### src/rtl/room_read_pkg.sv
// Shared types for the collapse-cell read sequencer: response status codes,
// sequencer FSM states and the byte driven on rsp_data whenever status is not OK.
package room_read_pkg;

  typedef enum logic [1:0] {
    ST_OK   = 2'b00,
    ST_MISS = 2'b01,
    ST_DEAD = 2'b10,
    ST_RSVD = 2'b11
  } rsp_status_e;

  typedef enum logic [2:0] {
    IDLE    = 3'd0,
    STROBE  = 3'd1,
    CONFIRM = 3'd2,
    RESP    = 3'd3,
    LOCKOUT = 3'd4
  } seq_state_e;

  localparam logic [7:0] SCRUB_BYTE = 8'h00;

endpackage

### src/rtl/room_sat_counter.sv
// Saturating event counter: +1 per cycle with inc high, sticks at all-ones.
// Single-cycle update, no backpressure; cleared only by synchronous reset.
module room_sat_counter #(
  parameter int W = 16
) (
  input  logic         clk,
  input  logic         reset,
  input  logic         inc,
  output logic [W-1:0] count
);

  logic [W-1:0] cnt_q;

  always_ff @(posedge clk) begin
    if (reset) begin
      cnt_q <= '0;
    end else if (inc && (cnt_q != {W{1'b1}})) begin
      cnt_q <= cnt_q + W'(1);
    end
  end

  assign count = cnt_q;

endmodule

### src/rtl/collapse_read_sequencer.sv
// Reader for one collapse cell: accept -> strobe (T+1) -> confirm (T+2) -> rsp (T+3), DEAD fast path at T+1;
// response held until rsp_ready, then LOCKOUT_CYCLES of req_ready=0. Audit counters under ROOM_READ_AUDIT_EN.
module collapse_read_sequencer
  import room_read_pkg::*;
#(
  parameter int LOCKOUT_CYCLES = 4,
  parameter int AUDIT_W        = 16
) (
  input  logic       clk,
  input  logic       reset,
  input  logic       req_valid,
  output logic       req_ready,
  input  logic [1:0] req_basis,
  output logic       rsp_valid,
  input  logic       rsp_ready,
  output logic [7:0] rsp_data,
  output logic [1:0] rsp_status,
  output logic       cell_read,
  output logic [1:0] cell_read_basis,
  input  logic [7:0] cell_value_out,
  input  logic       cell_output_enable,
  input  logic       cell_fuse_fire,
  input  logic       cell_init,
  output logic       cell_live
`ifdef ROOM_READ_AUDIT_EN
  ,
  output logic [AUDIT_W-1:0] audit_reads,
  output logic [AUDIT_W-1:0] audit_hits,
  output logic [AUDIT_W-1:0] audit_misses,
  output logic [AUDIT_W-1:0] audit_dead
`endif
);

  localparam int LW = $clog2(LOCKOUT_CYCLES + 2);

  seq_state_e  state_q, state_d;
  logic [1:0]  basis_q, basis_d;
  logic [7:0]  cap_val_q, cap_val_d;
  logic        cap_oe_q, cap_oe_d;
  logic [7:0]  rsp_data_q, rsp_data_d;
  rsp_status_e rsp_status_q, rsp_status_d;
  logic        live_q, live_d;
  logic        pend_q, pend_d;
  logic        strobed_q, strobed_d;
  logic [LW-1:0] lock_cnt_q, lock_cnt_d;
  logic        rsp_hs;

  assign req_ready       = (state_q == IDLE) && !reset;
  assign rsp_valid       = (state_q == RESP);
  assign cell_read       = (state_q == STROBE);
  assign cell_read_basis = basis_q;
  assign rsp_data        = rsp_data_q;
  assign rsp_status      = rsp_status_q;
  assign cell_live       = live_q;
  assign rsp_hs          = rsp_valid && rsp_ready;

  always_comb begin
    state_d      = state_q;
    basis_d      = basis_q;
    cap_val_d    = cap_val_q;
    cap_oe_d     = cap_oe_q;
    rsp_data_d   = rsp_data_q;
    rsp_status_d = rsp_status_q;
    live_d       = live_q;
    pend_d       = pend_q;
    strobed_d    = strobed_q;
    lock_cnt_d   = lock_cnt_q;

    case (state_q)
      IDLE: begin
        if (req_valid && req_ready) begin
          basis_d = req_basis;
          if (live_q) begin
            state_d   = STROBE;
            strobed_d = 1'b1;
          end else begin
            state_d      = RESP;
            strobed_d    = 1'b0;
            rsp_status_d = ST_DEAD;
            rsp_data_d   = SCRUB_BYTE;
          end
        end
      end
      STROBE: begin
        cap_val_d = cell_value_out;
        cap_oe_d  = cell_output_enable;
        state_d   = CONFIRM;
      end
      CONFIRM: begin
        // A missing fuse pulse means the cell was already fused or killed.
        if (cell_fuse_fire && cap_oe_q) begin
          rsp_status_d = ST_OK;
          rsp_data_d   = cap_val_q;
        end else if (cell_fuse_fire) begin
          rsp_status_d = ST_MISS;
          rsp_data_d   = SCRUB_BYTE;
        end else begin
          rsp_status_d = ST_DEAD;
          rsp_data_d   = SCRUB_BYTE;
        end
        cap_val_d = SCRUB_BYTE;
        cap_oe_d  = 1'b0;
        state_d   = RESP;
      end
      RESP: begin
        if (rsp_ready) begin
          rsp_data_d   = SCRUB_BYTE;
          rsp_status_d = ST_OK;
          lock_cnt_d   = '0;
          state_d      = (strobed_q && (LOCKOUT_CYCLES > 0)) ? LOCKOUT : IDLE;
        end
      end
      LOCKOUT: begin
        if (lock_cnt_q == LW'(LOCKOUT_CYCLES - 1)) begin
          state_d = IDLE;
        end else begin
          lock_cnt_d = lock_cnt_q + LW'(1);
        end
      end
      default: state_d = IDLE;
    endcase

    if (cell_init) begin
      if (state_q == IDLE) live_d = 1'b1;
      else                 pend_d = 1'b1;
    end
    if (cell_fuse_fire || (state_q == CONFIRM)) live_d = 1'b0;
    // Deferred re-arm lands on IDLE entry; CONFIRM never exits to IDLE, so its clear still wins.
    if ((state_d == IDLE) && (state_q != IDLE) && (pend_q || cell_init)) begin
      live_d = 1'b1;
      pend_d = 1'b0;
    end
  end

  always_ff @(posedge clk) begin
    if (reset) begin
      state_q      <= IDLE;
      basis_q      <= 2'b00;
      cap_val_q    <= SCRUB_BYTE;
      cap_oe_q     <= 1'b0;
      rsp_data_q   <= SCRUB_BYTE;
      rsp_status_q <= ST_OK;
      live_q       <= 1'b0;
      pend_q       <= 1'b0;
      strobed_q    <= 1'b0;
      lock_cnt_q   <= '0;
    end else begin
      state_q      <= state_d;
      basis_q      <= basis_d;
      cap_val_q    <= cap_val_d;
      cap_oe_q     <= cap_oe_d;
      rsp_data_q   <= rsp_data_d;
      rsp_status_q <= rsp_status_d;
      live_q       <= live_d;
      pend_q       <= pend_d;
      strobed_q    <= strobed_d;
      lock_cnt_q   <= lock_cnt_d;
    end
  end

`ifdef ROOM_READ_AUDIT_EN
  room_sat_counter #(.W(AUDIT_W)) u_cnt_reads (
    .clk(clk), .reset(reset), .inc(rsp_hs), .count(audit_reads));
  room_sat_counter #(.W(AUDIT_W)) u_cnt_hits (
    .clk(clk), .reset(reset), .inc(rsp_hs && (rsp_status_q == ST_OK)), .count(audit_hits));
  room_sat_counter #(.W(AUDIT_W)) u_cnt_misses (
    .clk(clk), .reset(reset), .inc(rsp_hs && (rsp_status_q == ST_MISS)), .count(audit_misses));
  room_sat_counter #(.W(AUDIT_W)) u_cnt_dead (
    .clk(clk), .reset(reset), .inc(rsp_hs && (rsp_status_q == ST_DEAD)), .count(audit_dead));
`endif

endmodule

### config.mk
export PLATFORM = sky130hd
export DESIGN_NAME = collapse_read_sequencer
export DESIGN_NICKNAME = d
export VERILOG_FILES = /design/src/rtl/room_read_pkg.sv /design/src/rtl/room_sat_counter.sv /design/src/rtl/collapse_read_sequencer.sv
export SDC_FILE = /design/constraint.sdc
export NUM_CORES = 1
export LEC_CHECK = 0
export ABC_CLOCK_PERIOD_IN_PS = 2100
export CAP_MARGIN = 30
export CORE_MARGIN = 2
export CORE_UTILIZATION = 35
export CTS_CLUSTER_SIZE = 25
export DETAILED_ROUTE_END_ITERATION = 12
export SYNTH_ARGS = -nofsm -noshare
export SYNTH_HDL_FRONTEND = slang
export SYNTH_SLANG_ARGS = --single-unit
### constraint.sdc
create_clock -name clk -period 2.1 [get_ports clk]
set_input_delay 0.315 -clock clk [delete_from_list [all_inputs] [get_ports clk]]
set_output_delay 0.315 -clock clk [all_outputs]
set_load 0.05 [all_outputs]
## Word level (Yosys, flattened, before mapping)

Index checks and enable logic that the tools add are counted.

| storage, ports and cells | value |
|---|---|
| flip-flop bits (word level) | 30 |
| bits in latches | 0 |
| bits in writable memories | 0 |
| memory bits (read-only) | 0 |
| bits of input ports | 17 |
| output and inout port bits | 16 |
| logic and storage cells | 70 |
| memories kept | 0 |

| cells by class | value |
|---|---|
| add/subtract/negate cells | 1 |
| multipliers | 0 |
| divide/modulo/power cells | 0 |
| $lt $le $gt $ge | 0 |
| equality and inequality tests | 9 |
| shift-type cells | 0 |
| muxes and demuxes | 27 |
| bitwise operators | 1 |
| reductions and logical operators | 22 |

Operator list:

| cell | number |
|---|---|
| $mux W8 | 4 |
| $pmux W8 S3 | 1 |
| $mux W3 | 6 |
| $pmux W8 S2 | 1 |
| $pmux W3 S5 | 1 |
| $mux W2 | 6 |
| $reduce_bool A3 Y1 | 4 |
| $eq A3 B2 Y1 const B | 3 |
| $logic_not A3 Y1 | 2 |
| $pmux W2 S3 | 1 |
| $pmux W3 S2 | 1 |
| $reduce_and A2 Y1 | 3 |
| $logic_and A1 B1 Y1 | 5 |
| $mux W1 | 5 |
| $ne A2 B1 Y1 const B | 2 |
| $ne A2 B2 Y1 const B | 2 |
| $reduce_and A4 Y1 | 1 |
| $reduce_bool A2 Y1 | 2 |
| $add A3 B1 Y3 const B | 1 |
| $eq A3 B1 Y1 const B | 1 |
| $eq A3 B3 Y1 const B | 1 |
| $reduce_and A3 Y1 | 1 |
| $logic_or A1 B1 Y1 | 2 |
| $pmux W1 S2 | 1 |
| 3 further kinds | 3 |

## Depth between registers and ports, before layout

Gate-level depths: netlist of the first run.

| logic depth | value |
|---|---|
| depth in word-level cells | 10 |
| gate-level depth with buffers | 6 |
| mapped depth without buffers | 6 |

## Least setup slack after synthesis of the first run

No wires, ideal clock.

| timing | value |
|---|---|
| kind | input-to-reg |
| from | in reset |
| to | reg basis_q[0], in the netlist cell_read_basis[0] |
| setup time | 0.116 ns |
| arrival | 2.687 ns |
| required time | 1.984 ns |
| slack | -0.703 ns |
| stages | 5 |
| path buffers | 1 |
| cell sequence | clkbuf_1 nor4_1 nand2_1 nand3b_1 nand2_1 |

| on the way | value |
|---|---|
| longest elaborated chain between the ends | 4 |

RTL lines:

| item | line | RTL |
|---|---|---|
| from (decl) | collapse_read_sequencer.sv:10 | `input logic reset,` |
| $logic_not A1 Y1 | collapse_read_sequencer.sv:48 | `assign req_ready = (state_q == IDLE) && !reset;` |
| $logic_and A1 B1 Y1 | collapse_read_sequencer.sv:48 |  |
| net req_ready | collapse_read_sequencer.sv:12 | `output logic req_ready,` |
| $logic_and A1 B1 Y1 | collapse_read_sequencer.sv:71 | `if (req_valid && req_ready) begin` |
| $reduce_and A2 Y1 (no line) | - |  |
| to (signal assigned) | collapse_read_sequencer.sv:149 | `basis_q <= basis_d;` |
| to (decl) | collapse_read_sequencer.sv:37 | `logic [1:0] basis_q, basis_d;` |

The timed path passes the listed nets, and every way through them passes these cells.
A chain may end at the register's enable or synchronous reset.

## Final worst setup path of the first run

| timing | value |
|---|---|
| from | reg live_q, in the netlist cell_live |
| to | out cell_live |

RTL lines:

| item | line | RTL |
|---|---|---|
| from (decl) | collapse_read_sequencer.sv:42 | `logic live_q, live_d;` |
| from (signal assigned) | collapse_read_sequencer.sv:154 | `live_q <= live_d;` |
| to (decl) | collapse_read_sequencer.sv:24 | `output logic cell_live` |

No word-level cell between the ends.

==> results of run 1 <==
[cell usage after synthesis, types with 3 or more instances]
cell type,instances
inv_1,4
dfxtp_1,30
nand3_1,3
nor3_1,4
a21oi_1,7
a22oi_1,9
a22o_1,17
buf_2,4
clkbuf_1,5
nand2_1,6
nor2_1,21
[through the flow]
stage | cell area, sq um | hold WS (ps)
2_1_floorplan | 1300 | 431.8
5_1_grt | 1831 | 483.7
6_report | 1831 | 455.9
3_3_place_gp | 1739 | 447.0
3_5_place_dp | 1739 | 451.8
4_1_cts | 1831 | 458.7
[report_power, final]
group | total, uW | leakage, uW | internal (uW) | switching (uW)
clock | 465 | 0.0000482 | 264 | 201
combinational | 310 | 0.000413 | 142 | 167
sequential | 627 | 0.000244 | 597 | 30.2
[registers in the layout, indices dropped and copies added, names as in the netlist]
| name | cells |
|---|---|
| state_q | 3 |
| pend_q | 1 |
| cap_oe_q | 1 |
| strobed_q | 1 |
| lock_cnt_q | 3 |
| cap_val_q | 8 |
| cell_read_basis | 2 |
| rsp_status | 2 |
| rsp_data | 8 |
| cell_live | 1 |
[final timing paths]
path         startpoint   endpoint  slack [ps]  cells after the start
max           cell_live  cell_live         230                      1
min           strobed_q  strobed_q         460                      2
max reg2reg  state_q[1]  cell_live         370                      4
min reg2reg   strobed_q  strobed_q         460                      2
[cell usage in the layout (no fill, tap or decap), types with 2 or more instances in the layout]
master           synthesis  final
dfxtp_1                 30     30
clkdlybuf4s50_1          0     29
nor2_1                  21     21
a22o_1                  17     17
a22oi_1                  9      9
buf_4                    0      9
a21oi_1                  7      7
nand2_1                  6      6
clkbuf_8                 0      6
inv_1                    4      4
nor3_1                   4      4
nand3_1                  3      3
buf_12                   0      3
nand3b_1                 2      2
a41oi_1                  2      2
nand4b_1                 2      2
a31oi_1                  2      2
ha_1                     2      2
[layout make-up]
| type | instances | area [sq um] |
|---|---|---|
| clock inverter | 1 | 5.005 |
| inverter | 4 | 15.01 |
| tap | 48 | 60.06 |
| fill | 349 | 1775 |
| sequential | 30 | 600.6 |
| timing repair buffer | 41 | 417.9 |
| clock buffer | 7 | 86.33 |
| multi-input combinational | 94 | 645.6 |
[metal layers]
layer / global-route usage (%) / vias up / wire [um]
li1: - / 590 / -
met1: 22.60 / 532 / 1507
met2: 22.01 / 34 / 1328
met3: 6.076 / 4 / 150
met4: 5.585 / 0 / 37
met5: 0 / - / 0
[logic make-up after synthesis]
logic type,Yosys count,synth area share (%)
compound gates,41,24.47
fa+ha+maj,2,1.941
buf+inv,13,4.175
flops,30,46.60
mux,1,0.7767
simple gates,50,22.04
==> results summary, run 1 <==
The standby leakage power is 0.0007055 uW. Once detailed placement completed, the half-perimeter wirelength came to 2175 um. Among all stages on the critical path, the largest delay is contributed by clkdlybuf4s50_1. The power density over cell area came out at 766.0 nW/um^2. The CTS buffer count came out at 5. The total negative slack for setup checks is 0 ps.

The total area inside the core boundary comes to 3606 sq um. The async set-reset flop share out of synthesis came out at 0%. The number of I/O port buffers came out at 32. The routed wirelength normalized by instance count came out at 13.44 um. After synthesis the cells add up to 1289 sq um.

The count of non-filler cells in the finished layout is 225. The signal on the critical path passes through clkdlybuf4s50_1. The CTS sink count is 30. The worst path uses 89.09% of the clock period. The number of detailed-route iterations in the first pass is 4.

The DRC violation total after the first TritonRoute iteration is 65. Across all setup checks in the final design, the least slack found is 229.2 ps. The via total after detailed routing is 1160. The ratio of routed vias to standard cells is 5.156. The standard-cell row count came out at 22. The total power is 1402 uW. The initial antenna violation count came out at 0. During synthesis, Yosys emitted a total of 0 warnings.

After global routing the overflow that remains totals 0. The number of distinct library cells after synthesis is 32. The cell count after synthesis is 137. The kind of end point of the critical path is an output pin. Relative to the synthesized area, the layout overhead comes to 42.04%. The clock-pin slew on the worst setup and hold paths came out at 60 ps. On the critical path the largest part of the delay comes from buffers and inverters. The path type of the worst min-delay path is flip-flop to flip-flop. Sorting the synthesized cells by area gives the leading types as dfxtp_1 47%, a22o_1 12%, nor2_1 6.1%. The top cell type by area accounts for 46.60% of the synthesized area. The critical path is of the flip-flop to output pin type.

The number of hold-slack violations in the final timing report was 0. When the netlist entered floorplanning its net count stood at 156. The required time of the critical path is 1780 ps.

The number of design rule violations left after detail routing is 0. The number of diodes added for antenna fixing came out at 0. The final number of max-transition violations is 0. The H-tree was split into 2 levels. The run finished with clean final reports. The total global-route track usage came out at 15.99%. STA classifies the critical path startpoint as a flip-flop. The number of cells after detailed placement is 217. The actual slew at the worst max-slew pin came out at 626.7 ps. The clock insertion delay at the later pin of the skew report is 280 ps.

At the placement stage, the worst setup path has a slack of 276.9 ps. The CTS tree is built. On the worst path, the slowest cell contributes a delay of 840 ps. The final setup violation count is 0. The first-pass GRT wire length came out at 5092 um.

The average size of a mapped cell is 9.407 sq um. The final-stage net count is 195. Entering global routing, the biggest net connects 15 pins. In this run, post-CTS hold repair placed 0 buffers. The post-cts sizing count is 0.

The die outline height came out at 64.68 um. The number of I/O pins is 33. The fraction of layout instances using a drive strength above 1 is 14.69%.

Setup repair after global routing left no endpoint under its margin. The effective utilization at floorplan came out at 35.74%. The routability-driven placement congestion ratio is 0.7775. The total wirelength of the detailed-routed design is 3023 um. Summing the sequential cell areas from Yosys gives 46.60% of the chip area. The max-cap check violation count is 0. The maximum clock skew at final layout came out at 4.432 ps. In this run, synthesis inferred 0 flip-flops with an integrated enable. The worst-case IR drop observed on VDD is 0.0003840 V. The clock passes through at most 2 buffers. The data arrival at the endpoint of the critical path is 1560 ps. The flip-flop and latch count after synthesis is 30. The cell sitting at the root of the clock tree is a clkbuf_8. The via count of the first global-routing pass was 1052. Headroom to the max-slew limit came out at 58.07%. Once detail routing completed, the nets flagged for antenna violations numbered 0. The buffers plus inverters on the worst setup path came out at 1. The highest clock frequency the design can meet is 534.5 MHz.

The most used flip-flop cell after synthesis is dfxtp_1. The floorplan step defined a die boundary enclosing 4184 sq um. The core occupancy in the finished layout came out at 50.76%.

The number of setup buffers added after CTS is 0. The x dimension of the die is 64.68 um. The synthesized design spends more area on one cell type than any other, namely dfxtp_1.

Counting I/O delays and the setup requirement, the final critical path takes 1871 ps. The peak fanout along the critical path came out at 4.
Power figures use the tool's default switching activity.
==> inputs of run 2 (changes only) <==
--- a/config.mk
+++ b/config.mk
@@ -8,9 +8,12 @@
 export ABC_CLOCK_PERIOD_IN_PS = 2100
 export CAP_MARGIN = 30
 export CORE_MARGIN = 2
-export CORE_UTILIZATION = 35
+export CORE_UTILIZATION = 47
+export CTS_BUF_LIST = sky130_fd_sc_hd__clkbuf_8 sky130_fd_sc_hd__clkbuf_16
 export CTS_CLUSTER_SIZE = 25
 export DETAILED_ROUTE_END_ITERATION = 12
+export PLACE_DENSITY = 0.77
 export SYNTH_ARGS = -nofsm -noshare
 export SYNTH_HDL_FRONTEND = slang
 export SYNTH_SLANG_ARGS = --single-unit
+export TNS_END_PERCENT = 20
==> run 2 against run 1 <==
Cell count decreased by 7.6%. Worst hold slack got worse by 1.4 ps. Highest routed layer unchanged. Setup slack got worse by 68 ps. Clock power increased by 2%. Clock skew increased by 3.2 ps. Non-clock buffer count increased by 1. Register-to-register slack got worse by 70 ps. Critical path depth increased by 2. Sequential share of layout area increased by 0.29 points.
==> results summary, run 2 (synthesized netlist as in run 1, its figures left out) <==
The number of hold-slack violations in the final timing report came out at 0. The finished cells cover 1814 sq um. The worst setup path is captured at an output pin.

Data on the critical path arrives at its endpoint at 1620 ps. The run finished with clean final reports. The worst hold path begins at lock_cnt_q[2]. The final setup violation count is 0. The relative area change from synthesis to final layout is 40.78%. The internal portion of total power is 1002 uW. The max-cap check violation count is 0. The routed wirelength normalized by instance count is 15.21 um.

The standard-cell row count is 18. The clock network is responsible for 33.4% of the overall power. Counting every sink on the clock net gives 30.

The worst reg-to-reg path cell count came out at 5. Counting the fill cells in the layout gives 201. The worst stage delay on the critical path came out at 560 ps. The post-cts sizing count is 0. The routability-driven placement congestion ratio is 0.8346. The number of I/O port buffers is 32.

The number of placed instances, taps included, is 200. The ratio of routed vias to standard cells is 5.813. The via count of the first global-routing pass came out at 1101. The total negative slack for setup checks is 0 ps. The initial utilization of the core area, before any placement, comes to 50.64%. The core area came out at 2545 sq um. The required time of the critical path is 1780 ps. The clock insertion delay at the later pin of the skew report is 280 ps. The setup slack of the most critical reg-to-reg path is 300 ps. The count of non-filler cells in the finished layout came out at 208. The switching power came out at 415.3 uW. After detailed placement, the total cell area comes to 1719 sq um. The maximum clock skew at final layout came out at 7.613 ps.

The repair_antennas step left the layout with diodes totalling 0. The total global-route track usage is 21.45%. After clock tree synthesis, the clock-pin slew on the worst setup and hold paths is 60 ps. The full die area came out at 3177 sq um.

The signal on the critical path passes through buf_4 > nor3b_1 > buf_12. The DRC violation total after the first TritonRoute iteration is 28. The portion of the clock cycle consumed by the worst path in the final layout came out at 92.32%. Leaving out fill and tap cells, the most frequent cell in the layout is dfxtp_1.

The number of stages on the worst hold path is 2. The x dimension of the die came out at 56.37 um. The peak fanout along the critical path came out at 9. Of the cells placed in the final design, the portion with a size suffix greater than 1 is 15.17%. IR analysis of the VDD net gives a maximum drop of 0.0008785 V. The first-pass GRT wire length is 5147 um. The number of detailed-route iterations in the first pass came out at 5. The number of hold-repair buffers added at the cts stage is 0. The library cells used most frequently in the layout, excluding fill and tap cells, are 30 x dfxtp_1, 29 x clkdlybuf4s50_1, 21 x nor2_1. The post-CTS setup-driven buffer insertion count is 0. For this run, the post-layout net count is 196. The maximum count of clock buffers along a single path came out at 2. TritonCTS built the clock tree. Summing internal, switching and leakage power gives 1418 uW. The cell sitting at the root of the clock tree is a clkbuf_8.

Setup repair after global routing left no endpoint under its margin. The via total after detailed routing came out at 1209. Once detail routing completed, the nets flagged for antenna violations numbered 0. The power density over cell area is 781.4 nW/um^2. The number of I/O pins is 33. The cell type of the slowest stage on the worst timing path is dfxtp_1. The total wirelength of the detailed-routed design came out at 3164 um.

The CTS buffer count came out at 5. Detailed placement finished with a half-perimeter wire length of 2285 um. The worst hold path belongs to the class flip-flop to flip-flop. The multi-input gate area in the final layout came out at 640.6 sq um. After detailed routing, the number of remaining DRC violations is 0. The net switching share of the total power came out at 29.29%. The die is 56.37 um tall. The actual slew at the worst max-slew pin is 632.4 ps. The standby leakage power came out at 0.0007060 uW.

The capture point of the worst reg-to-reg path is cell_live. The highest clock frequency the design can meet came out at 515.8 MHz. Entering global routing, the biggest net connects 13 pins. The power share of the combinational group is 22.1%. The final number of max-transition violations came out at 0. The worst slew margin relative to its limit is 57.68%. The worst hold-check slack is 454.5 ps.

Counting I/O delays and the setup requirement, the final critical path takes 1939 ps. The area used by sequential logic in the layout is 600.6 sq um. The depth of the CTS H-tree is 2.

The sequential group share of total power is 44.5%. The worst setup path is launched from a flip-flop. The hold path endpoint is lock_cnt_q[2]. The critical path is of the flip-flop to output pin type. The initial antenna violation count is 0. The startpoint of the most critical register-to-register path is lock_cnt_q[0]. The remaining global-route overflow is 0.
-- run 2: through the flow --
stage | worst slack, ps | util [%]
after global routing | 108.5 | 71.29
final | 161.2 | 71.29
after floorplan | -286.0 | -
after global placement | 235.0 | 67.55
after detailed placement | 176.0 | 67.55
after CTS | 165.1 | 71.29
-- run 2: worst max-delay path by stage --
stage                     from  cells after the start     endpoint  slack (ps)
detailed placement       reset                      4  rsp_data[6]         180
floorplan           state_q[0]                      3    cell_read        -290
global route        state_q[0]                      3    cell_read         110
finish              state_q[0]                      3    cell_read         160
global placement         reset                      4  rsp_data[2]         240
CTS                 state_q[0]                      3    cell_read         170
-- run 2: power by group through the flow --
| stage | Combinational, uW | Clock, uW | Sequential [uW] |
|---|---|---|---|
| 2_1_floorplan | 163 | 0 | 656 |
| 3_3_place_gp | 305 | 0 | 640 |
| 3_5_place_dp | 309 | 0 | 641 |
| 4_1_cts | 312 | 486 | 629 |
| 5_1_grt | 332 | 524 | 633 |
| 6_report | 313 | 474 | 630 |
-- run 2: per-layer routing --
metal,part of all wire (%),global-route usage (%)
met1,48,29.31
met2,45,29.92
met3,6.4,9.447
met4,0.60,7.483
met5,0,0
-- run 2: critical path: cells and delay by family (launching register included) --
family	cells	cell delay, ps
AND/OR/NAND/NOR	1	350
buffers and inverters	2	430
flip-flops	1	560
-- run 2: area by class of cell --
class	instances	area share [%]
multi-input cells	94	35.31
flip-flops and latches	30	33.10
repair buffers	42	23.45
clock buffers	6	4.552
well taps	30	2.069
inverters	4	0.8276
clock inverters	2	0.6897
==> inputs of run 3 (changes only) <==
--- a/config.mk
+++ b/config.mk
@@ -13,6 +13,7 @@
 export CTS_CLUSTER_SIZE = 25
 export DETAILED_ROUTE_END_ITERATION = 12
 export PLACE_DENSITY = 0.77
+export REMOVE_ABC_BUFFERS = 1
 export SYNTH_ARGS = -nofsm -noshare
 export SYNTH_HDL_FRONTEND = slang
 export SYNTH_SLANG_ARGS = --single-unit
==> run 3 against run 2 <==
Clock power decreased by 3%. Total power decreased by 1.0%. Clock skew rose by 0.95 ps. Sequential cell count did not move. Maximum frequency rose by 2.5%. Global-route usage grew 0.52 points. Die area unchanged. Via count is 2.3% higher. Non-clock buffer count decreased by 1. First-iteration DRC count up 82%. Highest routed layer unchanged.
==> results summary, run 3 (synthesized netlist as in run 1, its figures left out) <==
STA classifies the critical path startpoint as a flip-flop. Clock-pin slew was measured on the worst setup and hold paths at 60 ps. STA puts the critical path data required time at 1780 ps. The remaining global-route overflow is 0. The max-cap check violation count came out at 0. The filler cells instantiated in the layout total 206. The tree is rooted in a clkbuf_8. Pin placement for this block handled 33 I/O pins. The last element of the critical path is req_ready. The worst ir drop on vdd is 0.0006715 V. The signal on the critical path passes through buf_4 > nor4_1 > buf_4 > buf_12. Post-CTS repair changed the size of 0 cells. The first-pass GRT wire length is 5368 um. The final setup violation count is 0. The buffers plus inverters on the worst setup path is 3. On the worst path, the slowest cell contributes a delay of 470 ps.

The peak fanout along the critical path came out at 13. The relative area change from synthesis to final layout came out at 39.42%. The floorplan step set the die width to 56.37 um. The total length of routed met2 wires came out at 1510 um. The post-route cell area is 1797 sq um.

The portion of the clock cycle consumed by the worst path in the final layout is 90.04%. The number of diodes added for antenna fixing came out at 0. Summing all multi-input logic gate instances after layout gives 634.4 sq um. The total global-route track usage came out at 21.97%. For the pin with the worst max-slew slack, the measured transition is 681.2 ps. The setup path with the least slack is of type flip-flop to output pin. The worst hold path begins at strobed_q.

The standard-cell row count came out at 18. The number of design rule violations left after detail routing came out at 0. For this design, the slowest cell found on the critical path is dfxtp_1. The shortest period the worst path allows is 1891 ps. The depth of the CTS H-tree is 2.

Setup repair after global routing left no endpoint under its margin. The maximum clock skew at final layout is 8.562 ps. The routed design has 3231 um of wire. Hold timing on the final database bottoms out at a slack of 452.4 ps.

After detailed routing, the average wire length per cell comes to 15.61 um. The most critical setup path has its startpoint at state_q[1]. For this run, the post-layout net count is 195.

The post-CTS setup-driven buffer insertion count came out at 0. The startpoint of the most critical register-to-register path is state_q[1]. Routability-driven placement finished with a final weighted congestion of 0.8520.

Among cell families on the critical path, the largest total delay comes from buffers and inverters. The detailed placement HPWL came out at 2347 um. Leaving out fill and tap cells, the most frequent cell in the layout is dfxtp_1.

The clock insertion delay at the later pin of the skew report came out at 280 ps. The instance area at placement is 1705 sq um. The kind of end point of the critical path is an output pin.

The effective utilization at floorplan is 50.64%. The worst slew margin relative to its limit came out at 54.42%. TritonCTS built the clock tree. The standby leakage power came out at 0.0007053 uW.

Summing all flip-flop and latch instances after layout gives 600.6 sq um. The die outline height is 56.37 um. The via total after detailed routing came out at 1237. The via count of the first global-routing pass was 1074.

The most numerous cell type found on the critical path is buf_4. The count of nets left with antenna violations after detail routing is 0. The number of hold-slack violations in the final timing report came to 0. The flow ran to the end, and the final reports show no timing, DRC or antenna violations. The top layer used by detailed routing is met4. The floorplan step defined a die boundary enclosing 3177 sq um.

The CTS sink count is 30. The cell depth of the worst setup path came out at 4. The DRC violation total after the first TritonRoute iteration came out at 51. The worst reg-to-reg path cell count is 4. The number of detailed-route iterations in the first pass is 4.

The setup slack of the most critical reg-to-reg path came out at 320 ps. The final number of max-transition violations is 0. After detailed routing, the wire length on met1 is 1472 um. The path class of the tightest hold or removal check is flip-flop to flip-flop.

The number of hold-repair buffers added at the cts stage is 0. The ratio of routed vias to standard cells is 5.976. In this run, CTS created clock tree buffers numbering 5. The power density over cell area came out at 781.0 nW/um^2. The highest clock frequency the design can meet is 528.9 MHz. The maximum count of clock buffers along a single path came out at 2. The capture point of the worst reg-to-reg path is rsp_data[6]. The fraction of layout instances using a drive strength above 1 came out at 13.56%. The initial antenna violation count is 0. The total area inside the core boundary comes to 2545 sq um.

The total negative slack for setup checks came out at 0 ps. The count of buffers added on input and output ports is 32. The maximum number of pins on one net before global-route repair came out at 15. The data arrival at the endpoint of the critical path came out at 1580 ps. In the layout the commonest cells are 30 x dfxtp_1, 29 x clkdlybuf4s50_1, 21 x nor2_1.

The met3 routed wirelength came out at 217 um.
## run 3: cell count changes in the layout (fill, tap and decap cells not counted), sizes merged
cell / before / now
buf: 13 / 12
clkinvlp: 1 / 0
inv: 4 / 5
## run 3: how the worst min path moves through the flow
stage	endpoint	slack, ps	depth (start not counted)
after floorplan	lock_cnt_q[1]	380	1
after global placement	strobed_q	440	2
after detailed placement	strobed_q	440	2
after CTS	strobed_q	450	2
after global routing	strobed_q	470	2
final	strobed_q	450	2
## run 3: layer usage
layer  GRT usage (%)  vias to the layer above
met2           31.26                       53
met4           9.184                        0
met1           31.85                      591
met5               0                        -
li1                -                      589
met3           4.839                        4
## run 3: tightest hold or removal path: stages, from the launching register on
cell     delay (ps)
dfxtp_1         310
nand2_1          50
a21oi_1          50
## run 3: layout make-up
cell class	instances	area share [%]
clock buffers	6	4.596
clock inverters	2	0.4875
inverters	4	0.8357
multi-input cells	94	35.31
flip-flops and latches	30	33.43
well taps	30	2.089
repair buffers	41	23.26
## run 3: report_power, final
part	internal, uW	total, uW	switching, uW
Sequential	597	627	29.8
Clock	259	460	202
Combinational	141	316	175
## run 3: through the flow
step	total power, uW	instances	worst slack, ps	util, %
after floorplan	803.2	128	-827.4	-
after global placement	941.7	199	219.6	67.01
after detailed placement	950.1	199	115.5	67.01
after CTS	1414	207	220.2	70.60
after global routing	1463	207	110.5	70.60
final	1403	207	209.2	70.60
